File: src/rtl/multicycle_ctrl.sv
// Multi-cycle RV32I control FSM stepping FETCH/DECODE/EXEC/MEM/WB; zero-wait latency 3 (branch) to 5 (load) cycles.
// imem_ready/dmem_ready low holds FETCH/MEM with the request asserted; illegal encodings park in TRAP until rst.
module multicycle_ctrl #(
  parameter bit SUPPORT_UPPER = 1'b1,
  parameter bit STRICT_DECODE = 1'b1,
  parameter int CNT_W         = 32
) (
  input  logic             clk,
  input  logic             rst,
  input  logic [6:0]       opcode,
  input  logic [2:0]       funct3,
  input  logic [6:0]       funct7,
  input  logic             imem_ready,
  input  logic             dmem_ready,
  input  logic             branch_taken,
  output logic             imem_req,
  output logic             ir_write,
  output logic             pc_write,
  output logic [1:0]       pc_src,
  output logic             alu_src_a,
  output logic             alu_src_b,
  output logic [1:0]       alu_op,
  output logic             dmem_req,
  output logic             dmem_we,
  output logic             reg_write,
  output logic [1:0]       wb_sel,
  output logic             retire,
  output logic             illegal,
  output logic [CNT_W-1:0] instret,
  output logic [2:0]       state
);

  localparam logic [6:0] OP_R      = 7'b0110011;
  localparam logic [6:0] OP_IALU   = 7'b0010011;
  localparam logic [6:0] OP_LOAD   = 7'b0000011;
  localparam logic [6:0] OP_STORE  = 7'b0100011;
  localparam logic [6:0] OP_BRANCH = 7'b1100011;
  localparam logic [6:0] OP_JAL    = 7'b1101111;
  localparam logic [6:0] OP_JALR   = 7'b1100111;
  localparam logic [6:0] OP_LUI    = 7'b0110111;
  localparam logic [6:0] OP_AUIPC  = 7'b0010111;

  typedef enum logic [2:0] {
    FETCH  = 3'd0,
    DECODE = 3'd1,
    EXEC   = 3'd2,
    MEM    = 3'd3,
    WB     = 3'd4,
    TRAP   = 3'd5
  } state_t;

  typedef enum logic [3:0] {
    C_R, C_IALU, C_LOAD, C_STORE, C_BRANCH, C_JAL, C_JALR, C_LUI, C_AUIPC
  } cls_t;

  state_t st;
  cls_t   cls;
  cls_t   dec_cls;
  logic   dec_ok;

  // Opcode classification plus optional funct3/funct7 validity screening.
  always_comb begin
    dec_cls = C_R;
    dec_ok  = 1'b0;
    case (opcode)
      OP_R: begin
        dec_cls = C_R;
        dec_ok  = !STRICT_DECODE || (funct7 == 7'b0000000) ||
                  ((funct7 == 7'b0100000) && ((funct3 == 3'b000) || (funct3 == 3'b101)));
      end
      OP_IALU: begin
        dec_cls = C_IALU;
        if (!STRICT_DECODE)        dec_ok = 1'b1;
        else if (funct3 == 3'b001) dec_ok = (funct7 == 7'b0000000);
        else if (funct3 == 3'b101) dec_ok = (funct7 == 7'b0000000) || (funct7 == 7'b0100000);
        else                       dec_ok = 1'b1;
      end
      OP_LOAD: begin
        dec_cls = C_LOAD;
        dec_ok  = !STRICT_DECODE || (funct3 != 3'b011 && funct3 != 3'b110 && funct3 != 3'b111);
      end
      OP_STORE: begin
        dec_cls = C_STORE;
        dec_ok  = !STRICT_DECODE || (funct3 <= 3'b010);
      end
      OP_BRANCH: begin
        dec_cls = C_BRANCH;
        dec_ok  = !STRICT_DECODE || (funct3 != 3'b010 && funct3 != 3'b011);
      end
      OP_JAL: begin
        dec_cls = C_JAL;
        dec_ok  = 1'b1;
      end
      OP_JALR: begin
        dec_cls = C_JALR;
        dec_ok  = !STRICT_DECODE || (funct3 == 3'b000);
      end
      OP_LUI: begin
        dec_cls = C_LUI;
        dec_ok  = SUPPORT_UPPER;
      end
      OP_AUIPC: begin
        dec_cls = C_AUIPC;
        dec_ok  = SUPPORT_UPPER;
      end
      default: begin
        dec_cls = C_R;
        dec_ok  = 1'b0;
      end
    endcase
  end

  always_ff @(posedge clk) begin
    if (rst) begin
      st      <= FETCH;
      cls     <= C_R;
      instret <= '0;
    end else begin
      if (retire) instret <= instret + CNT_W'(1);
      case (st)
        FETCH:  if (imem_ready) st <= DECODE;
        DECODE: begin
          cls <= dec_cls;
          st  <= dec_ok ? EXEC : TRAP;
        end
        EXEC: begin
          case (cls)
            C_BRANCH:        st <= FETCH;
            C_LOAD, C_STORE: st <= MEM;
            default:         st <= WB;
          endcase
        end
        MEM:     if (dmem_ready) st <= (cls == C_STORE) ? FETCH : WB;
        WB:      st <= FETCH;
        TRAP:    st <= TRAP;
        default: st <= FETCH;
      endcase
    end
  end

  // Moore decode of state/class; only ready-qualified pulses and branch pc_src look at inputs.
  always_comb begin
    imem_req  = 1'b0;
    ir_write  = 1'b0;
    pc_write  = 1'b0;
    pc_src    = 2'b00;
    alu_src_a = 1'b0;
    alu_src_b = 1'b0;
    alu_op    = 2'b00;
    dmem_req  = 1'b0;
    dmem_we   = 1'b0;
    reg_write = 1'b0;
    wb_sel    = 2'b00;
    retire    = 1'b0;
    illegal   = 1'b0;
    case (st)
      FETCH: begin
        imem_req = 1'b1;
        ir_write = imem_ready;
      end
      EXEC: begin
        case (cls)
          C_R:                     alu_op = 2'b10;
          C_IALU: begin
            alu_op    = 2'b11;
            alu_src_b = 1'b1;
          end
          C_LOAD, C_STORE, C_JALR: alu_src_b = 1'b1;
          C_JAL, C_AUIPC: begin
            alu_src_a = 1'b1;
            alu_src_b = 1'b1;
          end
          C_BRANCH: begin
            alu_op   = 2'b01;
            pc_write = 1'b1;
            pc_src   = branch_taken ? 2'b10 : 2'b00;
            retire   = 1'b1;
          end
          default: ;
        endcase
      end
      MEM: begin
        dmem_req = 1'b1;
        dmem_we  = (cls == C_STORE);
        if (cls == C_STORE && dmem_ready) begin
          pc_write = 1'b1;
          retire   = 1'b1;
        end
      end
      WB: begin
        reg_write = 1'b1;
        pc_write  = 1'b1;
        retire    = 1'b1;
        case (cls)
          C_LOAD:         wb_sel = 2'b01;
          C_JAL, C_JALR:  wb_sel = 2'b10;
          C_LUI:          wb_sel = 2'b11;
          default:        wb_sel = 2'b00;
        endcase
        pc_src = (cls == C_JAL || cls == C_JALR) ? 2'b01 : 2'b00;
      end
      TRAP:    illegal = 1'b1;
      default: ;
    endcase
  end

  assign state = st;

endmodule

File: config.mk
export PLATFORM = sky130hd
export DESIGN_NAME = multicycle_ctrl
export DESIGN_NICKNAME = d
export VERILOG_FILES = /design/src/rtl/multicycle_ctrl.sv
export SDC_FILE = /design/constraint.sdc
export NUM_CORES = 1
export LEC_CHECK = 0
export ABC_AREA = 1
export ABC_CLOCK_PERIOD_IN_PS = 1900
export CORE_UTILIZATION = 49
export DETAILED_ROUTE_END_ITERATION = 8
export HOLD_SLACK_MARGIN = 0.12
export PLACE_DENSITY = 0.81
export SYNTH_ARGS = -nofsm -noshare
export SYNTH_HDL_FRONTEND = slang
export SYNTH_SLANG_ARGS = --single-unit
File: constraint.sdc
create_clock -name clk -period 1.9 [get_ports clk]
set_clock_uncertainty 0.1 [all_clocks]
set_input_delay 0.38 -clock clk [delete_from_list [all_inputs] [get_ports clk]]
set_output_delay 0.38 -clock clk [all_outputs]
set_load 0.02 [all_outputs]
==> results of run 1 <==
logic make-up after synthesis:
| logic type | after synthesis | synth area share, % |
|---|---|---|
| XOR/XNOR | 1 | 0.322 |
| adder cells (fa/ha/maj) | 1 | 0.460 |
| AND/OR/NAND/NOR | 309 | 50.4 |
| AO/OA/AOI/OAI | 52 | 10.7 |
| flip-flops | 39 | 28.7 |
| buffers and inverters | 63 | 9.39 |
stage by stage:
| step | cell area (um^2) | cells | TNS [ns] |
|---|---|---|---|
| floorplan | 2750 | 465 | 0 |
| global placement | 3820 | 642 | -4.26 |
| detailed placement | 3820 | 642 | -5.88 |
| CTS | 3930 | 650 | -0.0345 |
| global route | 4030 | 650 | -0.0619 |
| finish | 4030 | 650 | 0 |
sequential cells by signal (all words and copies together), names as in the netlist:
signal	flops
cls	4
instret	32
state	3
layout make-up:
| type | instances | area, um^2 | share of cell area [%] |
|---|---|---|---|
| inverter | 55 | 214 | 5.30 |
| sequential | 39 | 800 | 19.8 |
| clock inverter | 3 | 67.6 | 1.67 |
| clock buffer | 5 | 68.8 | 1.71 |
| multi-input combinational | 363 | 1770 | 43.9 |
| timing repair buffer | 115 | 1020 | 25.4 |
| tap | 70 | 87.6 | 2.17 |
synth_stat cells (2+ instances only):
library cell / instances
nand3_2: 3
o21ai_0: 10
buf_4: 4
a21oi_1: 28
nand4_1: 6
clkbuf_1: 2
inv_1: 49
nor2_2: 9
a211oi_1: 2
inv_2: 5
nand3b_1: 4
dfxtp_1: 39
nor3_2: 3
and3_1: 2
nor2_4: 3
nand3_1: 33
nand2_1: 148
nor2_1: 68
nor3_1: 24
a31oi_1: 6
nand2_2: 3
worst paths after layout:
path	to	slack, ns	cells past startpoint
setup reg to reg	instret[10]	0.10	12
hold reg to reg	instret[27]	0.42	2
hold / removal	instret[27]	0.42	2
setup / recovery	dmem_we	0.04	5
timing repair:
item	CTS	global route
resized for setup	58	61
endpoints found under the hold margin	0	0
pin swaps	0	2
setup endpoints to repair	44	48
routing by layer:
metal | part of all wire [%] | global-route usage [%] | routed length (um) | vias to the layer above
li1 | - | - | - | 1722
met5 | 0 | 0 | 0 | -
met4 | 1.3 | 8.46 | 112 | 0
met1 | 44 | 39.0 | 3760 | 1582
met3 | 6.8 | 5.63 | 578 | 16
met2 | 48 | 49.5 | 4090 | 151
worst reg2reg max path, stage by stage (launching register included):
cell and delay, ns:
dfxtp_4 0.38, inv_4 0.05, nor2_4 0.12, nand2_2 0.09, nor2_1 0.12, nor2_2 0.06
nand2_4 0.09, buf_8 0.20, nand2_1 0.15, nor2_4 0.14, nand3_1 0.08, nand2_1 0.07
nor2_1 0.03
power breakdown:
| part | switching (uW) | total, uW | internal, uW |
|---|---|---|---|
| Sequential | 93.6 | 995 | 902 |
| Combinational | 645 | 1130 | 488 |
| Clock | 318 | 842 | 524 |
| Total | 1060 | 2970 | 1910 |
==> results.sh, run 1 <==
export IMPL_hold_viol_final=0
export IMPL_grt_pass1_wl_mm=14.1
export IMPL_crit_path_start="cls[0]"
export IMPL_slowest_stage="dfxtp_2"
export IMPL_ant_nets=0
export IMPL_dp_hpwl_mm=6.49
export IMPL_cp_start_kind="flop"
export IMPL_drtIter0Drc=281
export IMPL_crit_buf_inv=2
export IMPL_globalplace_congestion=1.01
export IMPL_syn_nets=488
export IMPL_arrival_ns=1.38
export IMPL_die_w_um=76.5
export IMPL_fillers=429
export IMPL_via_count=3471
export IMPL_final_cell_mix="144 x nand2_1, 65 x nor2_1, 48 x buf_4"
export IMPL_pin_count=73
export IMPL_path_max_fanout=5
export IMPL_critical_path_class="reg -> out"
export IMPL_cts_tree="done"
export IMPL_grt_start_max_net_pins=26
export IMPL_grt_pass1_vias=3159
export IMPL_wl_per_cell_um=13.1
export IMPL_tightest_slew_ns=0.353
export IMPL_ir_drop_mv=0.461
export IMPL_drive_above_1_share_pct=20.9
export IMPL_crit_family="simple AND/OR/NAND/NOR gates"
export IMPL_firstDrtPassIters=5
export IMPL_synth_top_area_share_pct=28.7
export IMPL_routed_wl_mm=8.55
export IMPL_clk_pin_slew_ns=0.08
export IMPL_dp_slack_ns=-0.311
export IMPL_nNetsFinal=602
export IMPL_cp_end_kind="output port"
export IMPL_status="finished, final reports clean"
export IMPL_antenna_cells=0
export IMPL_power_density_nw_per_um2=736
export IMPL_final_util_pct=77.0
export IMPL_drv_slew=0
export IMPL_hold_path_class="reg -> reg"
export IMPL_yosysUniqueCellTypes=35
export IMPL_r2r_start="cls[2]"
export IMPL_leakage_uw=0.00180
export IMPL_synth_area_leaders="dfxtp_1 29%, nand2_1 20%, nor2_1 9.4%"
export IMPL_antenna_found_initial=0
export IMPL_overflow=0
export IMPL_total_power_uw=2970
export IMPL_drv_cap=0
export IMPL_h_tree_depth=2
export IMPL_rows=26
export IMPL_setup_violations_final=0
export IMPL_min_period_ns=1.86
export IMPL_clockRootBuffer="clkbuf_8"
export IMPL_yosysTopAreaCell="dfxtp_1"
export IMPL_seq_area_frac_synth_pct=28.7
export IMPL_ys_flop_type="dfxtp_1"
export IMPL_rsz0062_at_grt="true"
export IMPL_syn_area_per_cell_um2=5.85
export IMPL_dieArea_um2=5850
export IMPL_ys_ff_latch=39
export IMPL_port_buffers=72
export IMPL_clk_insertion_delay_late_ns=0.31
export IMPL_synth_edf_count=0
export IMPL_route_detailed_drc=0
export IMPL_vias_per_cell=5.34
export IMPL_yosys_warnings=0
export IMPL_die_h_um=76.5
export IMPL_syn_area_um2=2720
export IMPL_syn_to_final_growth_pct=48.4
export IMPL_clkSinkCount=39
export IMPL_grt_total_usage_pct=29.7
export IMPL_fmax_ghz=0.538
export IMPL_finalCritPeriodShare_pct=97.9
export IMPL_setup_ws_ns=0.0397
export IMPL_start_util_pct=51.9
export IMPL_coreArea_um2=5240
export IMPL_synthCells=465
export IMPL_layout_commonest_cell="nand2_1"
export IMPL_critPathMaxStageDelay_ns=0.39
export IMPL_required_ns=1.42
export IMPL_cts_hold_buf=0
export IMPL_crit_chain="nand2_1, nor2_2, inv_1, nor3_1, buf_2"
export IMPL_slew_headroom_pct=76.3
export IMPL_post_cts_buffers=0
export IMPL_cts_made_buffers=5
export IMPL_clock_path_buffers=2
export IMPL_hold_start="instret[27]"
export IMPL_holdWs_ns=0.423
export IMPL_async_flop_share_pct=0
Note: power is estimated with default switching activity, not from simulation.
==> inputs of run 2 (changes only) <==
REMOVE_ABC_BUFFERS = 1   (was default)
==> results.sh, run 2 (synthesis gave the netlist of run 1 again) <==
export IMPL_status="finished, final reports clean"
export IMPL_dp_hpwl_mm=6.42
export IMPL_vias_per_cell=5.26
export IMPL_crit_buf_inv=1
export IMPL_antenna_cells=0
export IMPL_wl_per_cell_um=12.9
export IMPL_globalplace_congestion=0.924
export IMPL_crit_family="buffers and inverters"
export IMPL_dieArea_um2=5850
export IMPL_fillers=445
export IMPL_h_tree_depth=2
export IMPL_hold_path_class="reg -> reg"
export IMPL_die_w_um=76.5
export IMPL_rows=26
export IMPL_cp_start_kind="flop"
export IMPL_ff2ff_setup_slack_ns=0.15
export IMPL_regMostFlops="instret"
export IMPL_arrival_ns=1.39
export IMPL_coreArea_um2=5240
export IMPL_r2r_start="instret[1]"
export IMPL_required_ns=1.42
export IMPL_firstDrtPassIters=5
export IMPL_clockRootBuffer="clkbuf_8"
export IMPL_route_detailed_drc=0
export IMPL_cts_made_buffers=5
export IMPL_clk_pin_slew_ns=0.08
export IMPL_pin_count=73
export IMPL_reg2reg_depth=10
export IMPL_power_density_nw_per_um2=697
export IMPL_drv_slew=0
export IMPL_critPathMaxStageDelay_ns=0.64
export IMPL_overflow=0
export IMPL_setup_violations_final=0
export IMPL_syn_to_final_growth_pct=46.5
export IMPL_drtIter0Drc=303
export IMPL_grt_total_usage_pct=29.2
export IMPL_cts_hold_buf=0
export IMPL_path_max_fanout=6
export IMPL_final_util_pct=76.0
export IMPL_finalCritPeriodShare_pct=98.5
export IMPL_antenna_found_initial=0
export IMPL_cts_tree="done"
export IMPL_crit_chain="clkdlybuf4s50_1"
export IMPL_final_cell_mix="147 x nand2_1, 61 x nor2_1, 47 x clkdlybuf4s50_1, 47 x buf_4, 46 x inv_1"
export IMPL_ir_drop_mv=0.522
export IMPL_tightest_slew_ns=0.341
export IMPL_slowest_stage="clkdlybuf4s50_1"
export IMPL_nNetsFinal=603
export IMPL_port_buffers=72
export IMPL_die_h_um=76.5
export IMPL_slew_headroom_pct=77.2
export IMPL_clk_insertion_delay_late_ns=0.30
export IMPL_clkSinkCount=39
export IMPL_start_util_pct=51.9
export IMPL_hold_viol_final=0
export IMPL_grt_pass1_wl_mm=13.9
export IMPL_min_to="instret[31]"
export IMPL_grt_pass1_vias=3042
export IMPL_hold_start="instret[31]"
export IMPL_critical_path_class="reg -> out"
export IMPL_worstReg2RegEnd="instret[20]"
export IMPL_largest_reg_flops=32
export IMPL_rsz0062_at_grt="true"
export IMPL_layout_commonest_cell="nand2_1"
export IMPL_ant_nets=0
export IMPL_routed_wl_mm=8.39
export IMPL_post_cts_buffers=0
export IMPL_drv_cap=0
export IMPL_via_count=3425
export IMPL_min_path_cells=2
export IMPL_drive_above_1_share_pct=20.7
export IMPL_clock_path_buffers=2
export IMPL_total_power_uw=2770
export IMPL_leakage_uw=0.00169
export IMPL_cp_end_kind="output port"
export IMPL_min_period_ns=1.87
export IMPL_fmax_ghz=0.534
export IMPL_grt_start_max_net_pins=18
run 2: metrics by stage:
stage	hold WS (ns)	instance area, um^2	TNS (ns)	std cells	setup WS [ns]
floorplan	0.349	2670	-1.91	457	-0.321
global route	0.452	3980	-0.0352	651	-0.0295
detailed placement	0.391	3810	-3.40	643	-0.267
CTS	0.403	3930	0	651	0.00482
finish	0.406	3980	0	651	0.0282
global placement	0.379	3810	-2.77	643	-0.267
run 2: report_power, final:
| group | switching, uW | internal, uW |
|---|---|---|
| clock | 314 | 391 |
| combinational | 636 | 469 |
| sequential | 76.4 | 888 |
| total | 1030 | 1750 |
run 2: how the worst max path moves through the flow:
| stage | from | end | cells past startpoint |
|---|---|---|---|
| floorplan | state[2] | wb_sel[1] | 4 |
| global placement | dmem_ready | pc_write | 4 |
| detailed placement | dmem_ready | pc_write | 4 |
| CTS | state[0] | imem_req | 5 |
| global route | state[0] | illegal | 5 |
| finish | instret[25] | instret[25] | 1 |
run 2: area by class of cell:
cell class	instances	area, um^2	area share, %
Timing Repair Buffer	116	1010	25.4
Inverter	55	209	5.25
Tap cell	70	87.6	2.20
Clock buffer	5	68.8	1.73
Multi-Input combinational cell	363	1770	44.5
Clock inverter	3	43.8	1.10
Sequential cell	39	792	19.9
run 2: worst register-to-register path, stage by stage (launching register included):
cell and delay, ns:
dfxtp_2 0.36, ha_2 0.22, nand3_2 0.15, inv_2 0.11, nand2_1 0.08, nor2_2 0.12, nand3_1 0.13, nor2_4 0.15
nand3_1 0.09, nand2_1 0.08, nor2_1 0.04
run 2: routing by layer:
layer / up-vias / routed length (um) / track usage (%) / share of wire [%]
met2: 140 / 3850 / 48.9 / 46
met1: 1546 / 3950 / 39.8 / 47
met3: 6 / 538 / 4.07 / 6.4
met5: - / 0 / 0 / 0
li1: 1733 / - / - / -
met4: 0 / 57 / 5.77 / 0.68
run 2: repair_timing:
action,CTS,global route
pin swaps,0,1
gates resized for setup,61,47
hold endpoints to repair,0,0
endpoints found under the setup margin,23,44
gates cloned,0,0
